[src/rtl/hazard_ctrl_pkg.sv]
`default_nettype none
// ============================================================================
//  Module      : hazard_ctrl_pkg
//  Description : Shared definitions for the pipeline hazard controller:
//                the load opcode, forward-select encodings, the control
//                FSM state encoding and the per-operand forward helper.
//  Revision    : 1.0 - initial release
// ============================================================================
package hazard_ctrl_pkg;

    // RISC-V I-type load major opcode
    localparam logic [6:0] I_TYPE_LOAD = 7'b0000011;

    // Forward-select encodings
    localparam logic [1:0] FWD_NONE = 2'b00;
    localparam logic [1:0] FWD_WB   = 2'b01;
    localparam logic [1:0] FWD_MEM  = 2'b10;

    // Control FSM states
    typedef enum logic [1:0] {
        RUN        = 2'd0,
        LOAD_STALL = 2'd1,
        MEM_WAIT   = 2'd2,
        FLUSH      = 2'd3
    } ctrl_state_t;

    // Forward source for one execute operand. Mem is checked first so it wins
    // on a double match; x0 destinations never forward.
    function automatic logic [1:0] fwd_sel(
        input logic [4:0] rsrc,
        input logic [4:0] rd_mem,
        input logic       wren_mem,
        input logic [4:0] rd_wb,
        input logic       wren_wb
    );
        logic [1:0] sel;
        sel = FWD_NONE;
        if (wren_mem && (rd_mem != 5'd0) && (rd_mem == rsrc)) begin
            sel = FWD_MEM;
        end else if (wren_wb && (rd_wb != 5'd0) && (rd_wb == rsrc)) begin
            sel = FWD_WB;
        end
        return sel;
    endfunction

endpackage
`default_nettype wire

[src/rtl/hazard_ctrl_forward_unit.sv]
`default_nettype none
// ============================================================================
//  Module      : forward_unit
//  Description : Combinational operand-forward selection for both execute
//                source operands.
//  Ports       : i_rsrc1_exec/i_rsrc2_exec - execute source registers
//                i_rd_mem/i_wren_mem       - memory-stage destination
//                i_rd_wb/i_wren_wb         - writeback-stage destination
//                o_fwd_a/o_fwd_b           - forward selects (00/01 WB/10 Mem)
//  Revision    : 1.0 - initial release
// ============================================================================
module forward_unit
    import hazard_ctrl_pkg::*;
(
    input  logic [4:0] i_rsrc1_exec,
    input  logic [4:0] i_rsrc2_exec,
    input  logic [4:0] i_rd_mem,
    input  logic       i_wren_mem,
    input  logic [4:0] i_rd_wb,
    input  logic       i_wren_wb,
    output logic [1:0] o_fwd_a,
    output logic [1:0] o_fwd_b
);

    assign o_fwd_a = fwd_sel(i_rsrc1_exec, i_rd_mem, i_wren_mem, i_rd_wb, i_wren_wb);
    assign o_fwd_b = fwd_sel(i_rsrc2_exec, i_rd_mem, i_wren_mem, i_rd_wb, i_wren_wb);

endmodule
`default_nettype wire

[src/rtl/hazard_ctrl.sv]
`default_nettype none
// ============================================================================
//  Module      : hazard_ctrl
//  Description : Pipeline hazard controller. Produces operand-forward selects
//                and the stall / bubble / flush / freeze controls from a
//                four-state FSM (RUN, LOAD_STALL, MEM_WAIT, FLUSH).
//                Event priority: wait_Mem > branch_taken_Exec > load-use.
//  Ports       : clock, reset            - clock, sync active-high reset
//                *_Dec, *_Exec, *_Mem, *_WB - pipeline stage register info
//                branch_taken_Exec, wait_Mem - redirect / memory-busy events
//                forward_select_A/B      - forward selects
//                stall_Fetch, stall_Dec, bubble_Exec, flush_Dec, freeze_all
//                ctrl_state              - current FSM state (debug)
//  Config      : HAZARD_PERF_CNT_EN adds saturating stall_count/flush_count.
//  Revision    : 1.0 - initial release
// ============================================================================
module hazard_ctrl
    import hazard_ctrl_pkg::*;
(
    input  logic       clock,
    input  logic       reset,
    input  logic [4:0] Rsrc1_Dec,
    input  logic [4:0] Rsrc2_Dec,
    input  logic       rs1_used_Dec,
    input  logic       rs2_used_Dec,
    input  logic [4:0] Rsrc1_Exec,
    input  logic [4:0] Rsrc2_Exec,
    input  logic [4:0] Rd_Exec,
    input  logic       wrEn_Exec,
    input  logic [6:0] opcode_Exec,
    input  logic [4:0] Rd_Mem,
    input  logic       wrEn_Mem,
    input  logic [4:0] Rd_WB,
    input  logic       wrEn_WB,
    input  logic       branch_taken_Exec,
    input  logic       wait_Mem,
    output logic [1:0] forward_select_A,
    output logic [1:0] forward_select_B,
    output logic       stall_Fetch,
    output logic       stall_Dec,
    output logic       bubble_Exec,
    output logic       flush_Dec,
    output logic       freeze_all,
    output logic [1:0] ctrl_state
`ifdef HAZARD_PERF_CNT_EN
    ,
    output logic [31:0] stall_count,
    output logic [31:0] flush_count
`endif
);

    ctrl_state_t r_state;
    ctrl_state_t w_state_next;
    logic        r_branch_pend;
    logic        w_branch_pend_next;
    logic [1:0]  w_fwd_a;
    logic [1:0]  w_fwd_b;
    logic        w_load_use;

    forward_unit u_forward_unit (
        .i_rsrc1_exec (Rsrc1_Exec),
        .i_rsrc2_exec (Rsrc2_Exec),
        .i_rd_mem     (Rd_Mem),
        .i_wren_mem   (wrEn_Mem),
        .i_rd_wb      (Rd_WB),
        .i_wren_wb    (wrEn_WB),
        .o_fwd_a      (w_fwd_a),
        .o_fwd_b      (w_fwd_b)
    );

    assign forward_select_A = reset ? FWD_NONE : w_fwd_a;
    assign forward_select_B = reset ? FWD_NONE : w_fwd_b;
    assign ctrl_state       = r_state;

    // Load in execute whose destination feeds a source the decode stage reads
    assign w_load_use = (opcode_Exec == I_TYPE_LOAD) && wrEn_Exec && (Rd_Exec != 5'd0) &&
                        ((rs1_used_Dec && (Rd_Exec == Rsrc1_Dec)) ||
                         (rs2_used_Dec && (Rd_Exec == Rsrc2_Dec)));

    always_ff @(posedge clock) begin
        if (reset) begin
            r_state       <= RUN;
            r_branch_pend <= 1'b0;
        end else begin
            r_state       <= w_state_next;
            r_branch_pend <= w_branch_pend_next;
        end
    end

    always_comb begin
        w_state_next       = r_state;
        w_branch_pend_next = r_branch_pend;
        stall_Fetch        = 1'b0;
        stall_Dec          = 1'b0;
        bubble_Exec        = 1'b0;
        flush_Dec          = 1'b0;
        freeze_all         = 1'b0;

        if (reset) begin
            w_state_next       = RUN;
            w_branch_pend_next = 1'b0;
        end else if (wait_Mem) begin
            // Everything holds; a redirect arriving now is remembered and
            // applied once memory is ready.
            freeze_all   = 1'b1;
            stall_Fetch  = 1'b1;
            stall_Dec    = 1'b1;
            w_state_next = MEM_WAIT;
            if (branch_taken_Exec) begin
                w_branch_pend_next = 1'b1;
            end
        end else begin
            case (r_state)
                RUN: begin
                    if (branch_taken_Exec) begin
                        flush_Dec    = 1'b1;
                        bubble_Exec  = 1'b1;
                        w_state_next = FLUSH;
                    end else if (w_load_use) begin
                        stall_Fetch  = 1'b1;
                        stall_Dec    = 1'b1;
                        bubble_Exec  = 1'b1;
                        w_state_next = LOAD_STALL;
                    end
                end
                LOAD_STALL: begin
                    // The load has moved on; the consumer still seen in
                    // decode must not trigger a second bubble.
                    if (branch_taken_Exec) begin
                        flush_Dec    = 1'b1;
                        bubble_Exec  = 1'b1;
                        w_state_next = FLUSH;
                    end else begin
                        w_state_next = RUN;
                    end
                end
                MEM_WAIT: begin
                    if (r_branch_pend || branch_taken_Exec) begin
                        flush_Dec          = 1'b1;
                        bubble_Exec        = 1'b1;
                        w_branch_pend_next = 1'b0;
                        w_state_next       = FLUSH;
                    end else if (w_load_use) begin
                        stall_Fetch  = 1'b1;
                        stall_Dec    = 1'b1;
                        bubble_Exec  = 1'b1;
                        w_state_next = LOAD_STALL;
                    end else begin
                        w_state_next = RUN;
                    end
                end
                FLUSH: begin
                    // Decode holds a killed instruction; ignore its hazards.
                    w_state_next = RUN;
                end
                default: begin
                    w_state_next = RUN;
                end
            endcase
        end
    end

`ifdef HAZARD_PERF_CNT_EN
    localparam logic [31:0] c_CNT_MAX = 32'hFFFF_FFFF;

    logic [31:0] r_stall_count;
    logic [31:0] r_flush_count;

    always_ff @(posedge clock) begin
        if (reset) begin
            r_stall_count <= 32'd0;
            r_flush_count <= 32'd0;
        end else begin
            if (stall_Dec && (r_stall_count != c_CNT_MAX)) begin
                r_stall_count <= r_stall_count + 32'd1;
            end
            if (flush_Dec && (r_flush_count != c_CNT_MAX)) begin
                r_flush_count <= r_flush_count + 32'd1;
            end
        end
    end

    assign stall_count = r_stall_count;
    assign flush_count = r_flush_count;
`endif

endmodule
`default_nettype wire
[config.mk]
export PLATFORM = sky130hd
export DESIGN_NAME = hazard_ctrl
export DESIGN_NICKNAME = d
export VERILOG_FILES = /design/src/rtl/hazard_ctrl_pkg.sv /design/src/rtl/hazard_ctrl_forward_unit.sv /design/src/rtl/hazard_ctrl.sv
export SDC_FILE = /design/constraint.sdc
export NUM_CORES = 1
export LEC_CHECK = 0
export CORE_MARGIN = 2
export CORE_UTILIZATION = 26
export DETAILED_ROUTE_END_ITERATION = 12
export PLACE_DENSITY = 0.75
export SLEW_MARGIN = 20
export SYNTH_ARGS = -nofsm -noshare
export SYNTH_HDL_FRONTEND = slang
export SYNTH_HIERARCHICAL = 1
export SYNTH_SLANG_ARGS = --single-unit
[constraint.sdc]
create_clock -name clock -period 1.65 [get_ports clock]
set_input_delay 0.33 -clock clock [delete_from_list [all_inputs] [get_ports clock]]
set_output_delay 0.33 -clock clock [all_outputs]
set_load 0.02 [all_outputs]
==> results.yml <==
route:
  drt_iter0_drc: 11
  routedWlPerCell_um: 14.1
  drcViolationCount: 0
  antenna_left: 0
  wl_um: 2660
  drt_first_pass_iters: 4
  num_vias: 929
  vias_per_cell: 4.94
logic_synthesis:
  ys_types: 29
  synth-simple-area-share: 0.337
  synth_commonest_cells: "18 x xnor2_1, 12 x xor2_1, 6 x nor2_1, 6 x nor4_1, 5 x nor2b_1"
  avgSynthCellArea_um2: 7.79
  yosysTopAreaCell: "xnor2_1"
  synthAdderAreaFrac: 0
  yosysTopAreaCellShare: 0.250
  synth_compound_area_frac: 0.123
  synth_edf_count: 0
  synth_seq_cells: 3
  synth.top_cells.by_area: "xnor2_1 25%, xor2_1 17%, dfxtp_1 9.5%"
  syn_area_um2: 631
  synthMuxAreaShare: 0
  synth_xor_area_frac: 0.417
  synth_top_family_by_area: "XOR/XNOR gates"
  yosysWarnings: 6
  ys_async_sr_fraction: 0
  ys.flop_type: "dfxtp_1"
  synth.net_count: 132
  syn_inst: 81
  ys_seq_area_frac: 0.0952
  synth_most_common_cell: "xnor2_1"
worst_setup_path:
  cp_top_family: "simple AND/OR/NAND/NOR gates"
  worstPathMaxFanout: 2
  required_ps: 1320
  slowest_delay_ps: 520
  endpoint_kind: "output port"
  startpoint_type: "primary input"
  crit_arrival_ps: 1790
  critPathSlowestCell: "or4_4"
  path_buf_inv: 2
  cp_cell_sequence: "buf_2 -> or4_4 -> o21ai_4 -> nor4_2 -> nor4_1 -> nor2b_4 -> buf_6"
  rrSetupSlack_ps: 460
  worstSetupPathType: "primary input to output port"
die:
  die_area_um2: 2840
  ios: 62
  core-area_um2: 2250
  die_h_um: 53.3
  die_width_um: 53.3
  start_util: 0.280
  rows: 17
cts:
  cts_buffer_depth: 2
  cts_sinks: 3
  insertion_delay_ps: 240
  cts_hold_buf: 0
  htree_num_levels: 1
  cts_tree: "done"
  clk_pin_slew_ps: 30
  cts_made_buffers: 3
  cts_root_buf: "clkbuf_4"
placement:
  place_area_um2: 1410
  dp_hpwl_um: 2150
  numPortBuffers: 61
  dpl.cell_count: 183
  globalplace.congestion: 0.827
sta:
  post-route-min-period_ps: 2120
  fin_ws_ps: -470
  rsz0062_at_grt: "yes"
  report.final.setup_viol: 7
  skew_ps: 2.65
  worstMarginPinSlew_ps: 360
  fmax_ghz: 0.472
  maxSlewHeadroom: 0.758
  whs_ps: 556
  layout_worst_path_cycle_share: 1.28
  hold_viol: 0
  final_max_slew_viol_count: 0
  tns_ps: -2170
grt:
  grt_max_degree: 8
  track_usage: 0.182
  overflow: 0
  grt_pass1_wl_um: 3750
  grt_pass1_vias: 921
  antenna_found_initial: 0
cells_and_area:
  nets: 212
  layoutNonFillerInstCount: 188
  n_antenna_cell: 0
  drive_gt1_frac: 0.475
  final_area_um2: 1550
  syn_to_final_growth_pct: 146
power_and_ir_drop:
  combPwrFrac: 0.612
  p_clk_frac: 0.237
  leakage_nw: 0.709
  p_int_mw: 0.358
  p_switching_mw: 0.191
  seqPwrFrac: 0.151
  switching_share: 0.347
  p_per_area_nw_per_um2: 354
  ir_worst_vdd_v: 0.000580
outcome:
  failed_checks: "setup timing"
  status: "finished with violations"
worst_hold_path:
  hp-class: "flop to flop"
job:
  maxCapViolCount: 0
## stage by stage
stage / total power, mW / utilization / setup WS, ps
6_report: 0.549 / 0.688 / -470
5_1_grt: 0.585 / 0.688 / -480
4_1_cts: 0.530 / 0.643 / -505
3_5_place_dp: 0.406 / 0.626 / -1260
3_3_place_gp: 0.400 / 0.626 / -1230
2_1_floorplan: 0.201 / - / -205
## state kept, by name, summed over array words and instances (netlist names)
name           flops
ctrl_state         2
r_branch_pend      1
## cell families after synthesis
group / Yosys count
DFF: 3
buffers and inverters: 2
and+or+nand+nor: 35
xor gates and xnor gates: 30
AOI/OAI and AO/OA: 11
## what timing repair did
| action | in CTS | in global routing |
|---|---|---|
| setup buffers | 1 | 1 |
| gates resized for setup | 112 | 50 |
| pin swaps | 18 | 23 |
| setup endpoints to repair | 9 | 9 |
## worst reg2reg max path: cells and delay by family (launching register included)
family / cells / cell delay [ps]
AOI/OAI and AO/OA: 3 / 410
DFF: 1 / 330
and+or+nand+nor: 1 / 340
## per-layer routing
layer / up-vias / GRT usage / routed length [um] / share of wire
met5: - / 0 / 0 / 0
li1: 449 / - / - / -
met2: 50 / 0.377 / 1430 / 0.54
met4: 0 / 0.0641 / 50 / 0.019
met3: 6 / 0.0537 / 306 / 0.12
met1: 424 / 0.159 / 871 / 0.33
## power groups by stage
stage | registers [mW] | clock network (mW) | logic, mW
after floorplan | 0.0856 | 0 | 0.115
after CTS | 0.0819 | 0.136 | 0.312
after detailed placement | 0.0821 | 0 | 0.324
final | 0.0830 | 0.130 | 0.336
after global placement | 0.0818 | 0 | 0.318
after global routing | 0.0837 | 0.142 | 0.359
## final timing paths
check / cells past startpoint / start / end
setup / recovery: 7 / Rd_Mem[4] / forward_select_A[0]
hold / removal: 2 / r_branch_pend / r_branch_pend
setup reg to reg: 4 / ctrl_state[1] / ctrl_state[0]
hold reg to reg: 2 / r_branch_pend / r_branch_pend
## cell usage in the layout, fill, tap and decap left out, types with 2 or more instances in the layout
cell type        instances
buf_4                   17
dlygate4sd2_1           14
xnor2_1                 13
xor2_1                  12
dlymetal6s2s_1          10
clkbuf_2                 9
buf_6                    9
clkdlybuf4s50_1          8
nor2_1                   5
clkdlybuf4s15_1          5
xnor2_2                  5
nor4_2                   4
buf_2                    4
a21oi_2                  3
nand2_1                  3
clkbuf_4                 3
nor2b_4                  2
nor2b_2                  2
or4_4                    2
o21ai_4                  2
dfxtp_1                  2
nand4_1                  2
## area by class of cell
class                   instances  area (um^2)
clock buffers                   4         26.3
fillers                       197          704
multi-input cells              76          744
flip-flops and latches          3         61.3
well taps                      28         35.0
repair buffers                 77          683
Note: power is estimated with default switching activity, not from simulation.
